==> config.mk <==
export PLATFORM = sky130hd
export DESIGN_NAME = taillight_seq
export DESIGN_NICKNAME = d
export VERILOG_FILES = /design/src/rtl/taillight_pkg.sv /design/src/rtl/taillight_seq_tick_gen.sv /design/src/rtl/taillight_seq.sv
export SDC_FILE = /design/constraint.sdc
export NUM_CORES = 1
export LEC_CHECK = 0
export BUFFER_PORTS_ARGS = -buffer_cell sky130_fd_sc_hd__buf_2
export CAP_MARGIN = 20
export CORE_AREA = 2 2 39 41
export CTS_BUF_LIST = sky130_fd_sc_hd__clkbuf_8
export CTS_CLUSTER_SIZE = 8
export DETAILED_ROUTE_END_ITERATION = 8
export DIE_AREA = 0 0 41 43
export GPL_TIMING_DRIVEN = 1
export PLACE_DENSITY = 0.68
export SETUP_SLACK_MARGIN = 0.05
export SYNTH_ARGS = -nofsm -noshare
export SYNTH_HDL_FRONTEND = slang
export SYNTH_SLANG_ARGS = --single-unit
==> constraint.sdc <==
create_clock -name clk -period 2.4 [get_ports clk]
set_input_delay 0.72 -clock clk [delete_from_list [all_inputs] [get_ports clk]]
set_output_delay 0.72 -clock clk [all_outputs]
set_load 0.01 [all_outputs]
==> src/rtl/taillight_pkg.sv <==
// Shared state encoding for the tail-light sequencer.
// No timing or flow-control content; types only.
package taillight_pkg;

    typedef enum logic [2:0] {
        IDLE,
        LSEQ,
        RSEQ,
        HAZ_ON,
        HAZ_OFF
    } state_t;

endpackage

==> src/rtl/taillight_seq_tick_gen.sv <==
// Prescaler: one-cycle tick every DIV clocks, first tick DIV clocks after reset release.
// Latency: tick is combinational from the counter register.
// Backpressure: none; free-running.
module tick_gen #(
    parameter int DIV = 1
) (
    input  logic clk,
    input  logic reset,
    output logic tick
);

    localparam int CW = (DIV > 1) ? $clog2(DIV) : 1;

    logic [CW-1:0] cnt;

    assign tick = (cnt == CW'(DIV - 1));

    always_ff @(posedge clk or negedge reset) begin
        if (!reset) begin
            cnt <= '0;
        end else if (tick) begin
            cnt <= '0;
        end else begin
            cnt <= cnt + CW'(1);
        end
    end

endmodule

==> src/rtl/taillight_seq.sv <==
// Turn-signal / hazard tail-light sequencer for 2*LAMPS lamps.
// Latency: inputs sampled on a tick edge, y and busy update on that same edge.
// Backpressure: none; inputs between ticks are ignored, short pulses are not latched.
module taillight_seq
    import taillight_pkg::*;
#(
    parameter int LAMPS    = 3,
    parameter int TICK_DIV = 1
) (
    input  logic               clk,
    input  logic               reset,
    input  logic               left,
    input  logic               right,
    input  logic               hazard,
    output logic [2*LAMPS-1:0] y,
    output logic               busy
);

    localparam int SW = $clog2(LAMPS + 1);

    state_t             state, state_nxt;
    logic [SW-1:0]      step, step_nxt;
    logic [2*LAMPS-1:0] y_nxt;
    logic [LAMPS-1:0]   fill, fill_rev;
    logic               tick;
    logic               haz_req;

    tick_gen #(.DIV(TICK_DIV)) u_tick (
        .clk   (clk),
        .reset (reset),
        .tick  (tick)
    );

    assign haz_req = hazard | (left & right);

    always_comb begin
        state_nxt = state;
        step_nxt  = step;
        case (state)
            IDLE: begin
                if (haz_req) begin
                    state_nxt = HAZ_ON;
                end else if (left) begin
                    state_nxt = LSEQ;
                    step_nxt  = SW'(1);
                end else if (right) begin
                    state_nxt = RSEQ;
                    step_nxt  = SW'(1);
                end
            end
            // Sequences run to completion once started; only hazard aborts them.
            LSEQ, RSEQ: begin
                if (haz_req) begin
                    state_nxt = HAZ_ON;
                    step_nxt  = '0;
                end else if (step == SW'(LAMPS)) begin
                    state_nxt = IDLE;
                    step_nxt  = '0;
                end else begin
                    step_nxt  = step + SW'(1);
                end
            end
            HAZ_ON:  state_nxt = HAZ_OFF;
            HAZ_OFF: state_nxt = haz_req ? HAZ_ON : IDLE;
            default: begin
                state_nxt = IDLE;
                step_nxt  = '0;
            end
        endcase
    end

    // fill[i] lights the i-th lamp counted outward from the centre.
    always_comb begin
        fill     = '0;
        fill_rev = '0;
        for (int i = 0; i < LAMPS; i++) begin
            fill[i]               = (SW'(i) < step_nxt);
            fill_rev[LAMPS-1-i]   = (SW'(i) < step_nxt);
        end
    end

    always_comb begin
        y_nxt = '0;
        case (state_nxt)
            LSEQ:    y_nxt = {fill, {LAMPS{1'b0}}};
            RSEQ:    y_nxt = {{LAMPS{1'b0}}, fill_rev};
            HAZ_ON:  y_nxt = '1;
            default: y_nxt = '0;
        endcase
    end

    always_ff @(posedge clk or negedge reset) begin
        if (!reset) begin
            state <= IDLE;
            step  <= '0;
            y     <= '0;
            busy  <= 1'b0;
        end else if (tick) begin
            state <= state_nxt;
            step  <= step_nxt;
            y     <= y_nxt;
            busy  <= (state_nxt != IDLE);
        end
    end

endmodule

* Word-level counts from Yosys, hierarchy flattened
Index checks and enable logic that the tools add are counted.
** Word-level totals
- Register bits after elaboration :: 13
- Input bits :: 5
- Output and inout bits :: 7
- Word-level logic and storage cells :: 39
** Cells by class
- $add $sub $neg :: 2
- Order comparisons :: 3
- Eq/ne operators :: 8
- Mux-type cells :: 15
- Bitwise operators :: 2
- Reduce and logical (&&, ||, !) cells :: 4
** Operator list (count)
- $pmux 6 s3 :: 1
- $mux 3 :: 5
- $eq 3x2->1 const B :: 4
- $mux 2 :: 6
- $pmux 3 s4 :: 1
- $eq 3x1->1 const B :: 2
- $pmux 2 s3 :: 1
- $lt 1x2->1 const A :: 2
- $reduce_or 2->1 :: 2
- $eq 3x3->1 const B :: 1
- $logic_not 3->1 :: 1
- $reduce_bool 3->1 :: 1
- $add 2x1->2 const B :: 1
- $eq 2x2->1 const B :: 1
- $lt 2x2->1 const A :: 1
- $add 1x1->1 const B :: 1
- $and 1x1->1 :: 1
- $mux 1 :: 1
- $or 1x1->1 :: 1

* Depth between registers and ports, before layout
- Depth after elaboration :: 6
- Mapped depth :: 7
- Mapped depth without buffers :: 7

* Modules after synthesis
A second synthesis with hierarchy kept.
** Unflattened totals
- Cells, all modules :: 85
- Area, all modules :: 734.5 um2
** Modules (own cells, without submodules)
- taillight_seq :: instances 1, cells an instance 83, area an instance 723.2 um2
- tick_gen :: instances 1, cells an instance 2, area an instance 11.3 um2

* Worst setup path after synthesis
No wires, ideal clock.
- Path type :: input -> register
- From :: input port hazard
- To :: register y[5]
- Arrival :: 1818 ps
- Slack :: 504 ps
- Stages on the path :: 5
- Buffers on the path :: 0
- Cell sequence :: or4_1 o21ba_1 a32oi_4 nand2_1 a21oi_1
** Between the ends
- Longest elaborated chain between the ends :: 5
** Ends and longest elaborated chain
- start, declared :: line taillight_seq.sv:14 : input logic hazard,
- $or 1x1->1 (*) :: line taillight_seq.sv:34 : assign haz_req = hazard | (left & right);
- $mux 2, on equally long branches :: line taillight_seq.sv:53, taillight_seq.sv:41
- $pmux 2 s3 (*) :: line taillight_seq.sv:39 : case (state)
- named net step_nxt[0] :: line taillight_seq.sv:22 : logic [SW-1:0] step, step_nxt;
- $lt 2x2->1 (*) :: line taillight_seq.sv:77 : fill[i] = (SW'(i) < step_nxt);
- $pmux 6 s3 (*) :: line taillight_seq.sv:84 : case (state_nxt)
- named net y_nxt[5] :: line taillight_seq.sv:23 : logic [2*LAMPS-1:0] y_nxt;
- end signal, assigned :: line taillight_seq.sv:101 : y <= y_nxt;
- end, declared :: line taillight_seq.sv:15 : output logic [2*LAMPS-1:0] y,
Mark *: on every way through the listed nets, which the timed path passes. The rest lies on a longest branch.
A chain may end at the register's enable or synchronous reset.

* Worst setup path in the final report
- From :: input port hazard
- To :: register y[2]
** Between the ends
- Longest elaborated chain between the ends :: 5
** Ends and longest elaborated chain
- $or 1x1->1 (*) :: line taillight_seq.sv:34
- $mux 2, on equally long branches :: line taillight_seq.sv:53, taillight_seq.sv:41
- $pmux 2 s3 (*) :: line taillight_seq.sv:39
- named net step_nxt[0] :: line taillight_seq.sv:22
- $lt 1x2->1 (*) :: line taillight_seq.sv:78 : fill_rev[LAMPS-1-i] = (SW'(i) < step_nxt);
- $pmux 6 s3 (*) :: line taillight_seq.sv:84
- named net y_nxt[2] :: line taillight_seq.sv:23
Marked as above.

==> impl_metrics.yaml <==
floorplan:
  floorplan.initialDensity: 0.4259
  design.die.area_um2: 1763
  die_w_um: 41
  num_io_pins: 12
  core_area_um2: 1384
  floorplan.die.height_um: 43
  floorplan.rows: 14
synth:
  netlist.top_cell.by_area: "sky130_fd_sc_hd__dfrtp_1"
  ys_top_cells_by_count: "12 x sky130_fd_sc_hd__dfrtp_1, 9 x sky130_fd_sc_hd__a21oi_1, 5 x sky130_fd_sc_hd__nand2b_1, 4 x sky130_fd_sc_hd__inv_1, 4 x sky130_fd_sc_hd__nand2_1"
  synth_simple_gate_area_share: 0.1720
  yosys_warnings: 0
  synth.distinct_cells: 21
  sequential_share_of_the_synthesized_area: 0.5096
  ys_async_sr_fraction: 1.000
  synth_top_family_by_area: "compound AO/OA/AOI/OAI gates"
  yosys.area_share.xor_xnor: 0.02972
  mean_instance_size_in_the_synthesized_netlist_um2: 10.34
  yosys.area_share.adder: 0.02123
  yosys.cell_count.top_type: "sky130_fd_sc_hd__dfrtp_1"
  post_synth_instance_area_um2: 589.3
  syn-instance-count: 57
  synth_top_area_share: 0.5096
  synth_compound_area_frac: 0.2166
  synth.net_count: 63
  dominantRegCellSynth: "sky130_fd_sc_hd__dfrtp_1"
  yosys-mux-area-fraction: 0
  ys_ff_latch: 12
  synth_edf_count: 0
  synth_top_cells_by_area: "sky130_fd_sc_hd__dfrtp_1 51%, sky130_fd_sc_hd__a21oi_1 7.6%, sky130_fd_sc_hd__nand2b_1 5.3%"
worst_setup_path:
  path_max_fanout: 4
  setup.worst_path.end_class: "flop"
  worst_path_dominant_cell_family: "compound AO/OA/AOI/OAI gates"
  worst_path_max_delay_cell: "sky130_fd_sc_hd__or4_1"
  worstPathArrival_ns: 2.01
  critical_path.n_buffers_inverters: 1
  cells_along_the_critical_path: "buf_2 > or4_1 > o21ba_1 > a32oi_4 > nor2_2 > a21oi_1"
  timing.critical_path.required_ns: 2.56
  timing.critical_path.slowest_cell_delay_ns: 0.49
  crit_path_class: "primary input to flop"
  kind_of_launch_point_of_the_worst_setup_path: "primary input"
power_and_ir_drop:
  design_power_total_uw: 1021
  power.static_leakage_uw: 0.0003333
  power.ir.vdd_worst_mv: 0.6408
  power.density_cell_area_nw_per_um2: 1449
min_path:
  hp-class: "primary input to asynchronous set/reset pin"
global_route:
  maximum_number_of_pins_on_one_net_before_global_route_repair: 13
  global_route.overflow_total: 0
  first_global_vias: 459
  antenna_violations_before_repair: 0
  grt_first_pass_wirelength_mm: 1.807
  grt_use_total: 0.1509
cells_and_area:
  layout.cells.non_filler: 86
  area_overhead_vs_synth_pct: 19.53
  final_layout_size_suffix_gt1_frac: 0.2429
  antenna-diode-count: 0
  finish.net_count: 77
sta:
  period_needed_ns: 1.852
  tightest_slew_ns: 0.4396
  setup_repair_after_global_routing_missed_its_margin: "false"
  skew_ns: 0.0004763
  fmax_mhz: 540.1
  max_slew_margin: 0.7023
  finalSetupViolations: 0
  finalHoldViolCount: 0
  setup-tns-final_ns: 0
  final_max_slew_viol_count: 0
  min_period_over_period: 0.7715
  final_critical_path_setup_slack_ns: 0.5483
place:
  place.gp.congestion: 0.8068
  portBuffers: 11
  dp.cells: 82
  hpwlAfterDp_um: 821.8
  place_ws_ns: 0.3111
routing:
  post_dr_wirelength_cell_um: 12.36
  met2WireLength_um: 545
  m1_wl_um: 478
  detail-route-antenna-nets: 0
  dr.first_iter.drc_count: 9
  detailroute.wirelength.met3_um: 38
  detailedRoute.firstPassIterationCount: 4
  detailed_route_wire_length_mm: 1.063
  post-route-drc-count: 0
  top_layer_used: "met3"
  vias_per_cell: 5.198
  vias: 447
status:
  run_status: "finished clean"
clock_tree:
  numClockSinks: 12
  clkLatencyLatePin_ns: 0.23
  clk_pin_slew_worst_paths_ns: 0.05
  cts_repair_resize_count: 0
  cts-hold-fix-buffers: 0
  root_buffer: "sky130_fd_sc_hd__clkbuf_8"
  cts_buffers: 3
  cts_tree: "done"
  post-cts-setup-buffers: 0
  h-tree-depth: 1
  cts_buffer_depth: 2
job:
  cap_viol_max_count: 0
## layer usage
layer,track usage,vias to the layer above
met5,0,-
met4,0.06000,0
met3,0.03141,0
met2,0.2281,8
met1,0.2042,218
li1,-,221
## registers in the layout, summed over array words and instances, names as in the netlist
| signal | count |
|---|---|
| state | 3 |
| y | 6 |
| step | 2 |
| busy | 1 |
## area by class of cell
cell class	count	area (um^2)
fill	142	679.4
sequential	12	300.3
multi-input combinational	39	259.0
clock buffer	4	55.05
timing repair buffer	11	55.05
tap	16	20.02
inverter	4	15.01
## layout by cell type (no fill, tap or decap)
cell type,synthesis,layout
sky130_fd_sc_hd__xor2_1,1,1
sky130_fd_sc_hd__nand2_1,4,4
sky130_fd_sc_hd__o21ba_1,1,1
sky130_fd_sc_hd__a211oi_1,1,1
sky130_fd_sc_hd__a21oi_1,9,9
sky130_fd_sc_hd__clkbuf_8,0,4
sky130_fd_sc_hd__nand2b_1,5,5
sky130_fd_sc_hd__buf_2,0,11
sky130_fd_sc_hd__inv_1,4,4
sky130_fd_sc_hd__xnor2_1,1,1
sky130_fd_sc_hd__o21a_1,3,3
sky130_fd_sc_hd__ha_1,1,1
sky130_fd_sc_hd__dfrtp_1,12,12
sky130_fd_sc_hd__nor2_1,3,3
sky130_fd_sc_hd__a31oi_1,1,1
sky130_fd_sc_hd__nand3b_1,2,2
sky130_fd_sc_hd__or4_1,1,1
sky130_fd_sc_hd__o311ai_1,1,1
sky130_fd_sc_hd__a32oi_4,1,1
sky130_fd_sc_hd__nor2_2,1,1
sky130_fd_sc_hd__nand3_1,3,3
## through the flow
step,utilization,hold WS (ns),instance area [um^2]
6_report,0.5090,0.3520,704.4
3_5_place_dp,0.4693,0.5833,649.4
5_1_grt,0.5090,0.3698,704.4
2_1_floorplan,-,0.4244,589.3
4_1_cts,0.5090,0.3570,704.4
3_3_place_gp,0.4693,0.5730,649.4
## final timing paths
kind,start,end,slack [ns],cells past startpoint
worst max-delay path,hazard,y[2],0.55,6
worst min-delay path,reset,busy,0.35,1
worst max register to register,state[2],y[2],0.70,5
worst min register to register,step[0],step[0],0.59,1
max in group asynchronous,reset,y[4],1.84,1
min in group clk,step[0],step[0],0.59,1
## power by group
part           leakage (uW)  switching (uW)  internal [uW]  total, uW
combinational      0.000158             254            189        443
sequential         0.000147            70.1            295        365
clock             0.0000288            68.5            144        213
## kinds of logic after synthesis
group | count (synthesis)
DFF | 12
AOI/OAI and AO/OA | 17
and+or+nand+nor | 19
buffers and inverters | 6
adders and majority gates | 1
xor gates and xnor gates | 2
(Power assumes the default switching activity.)
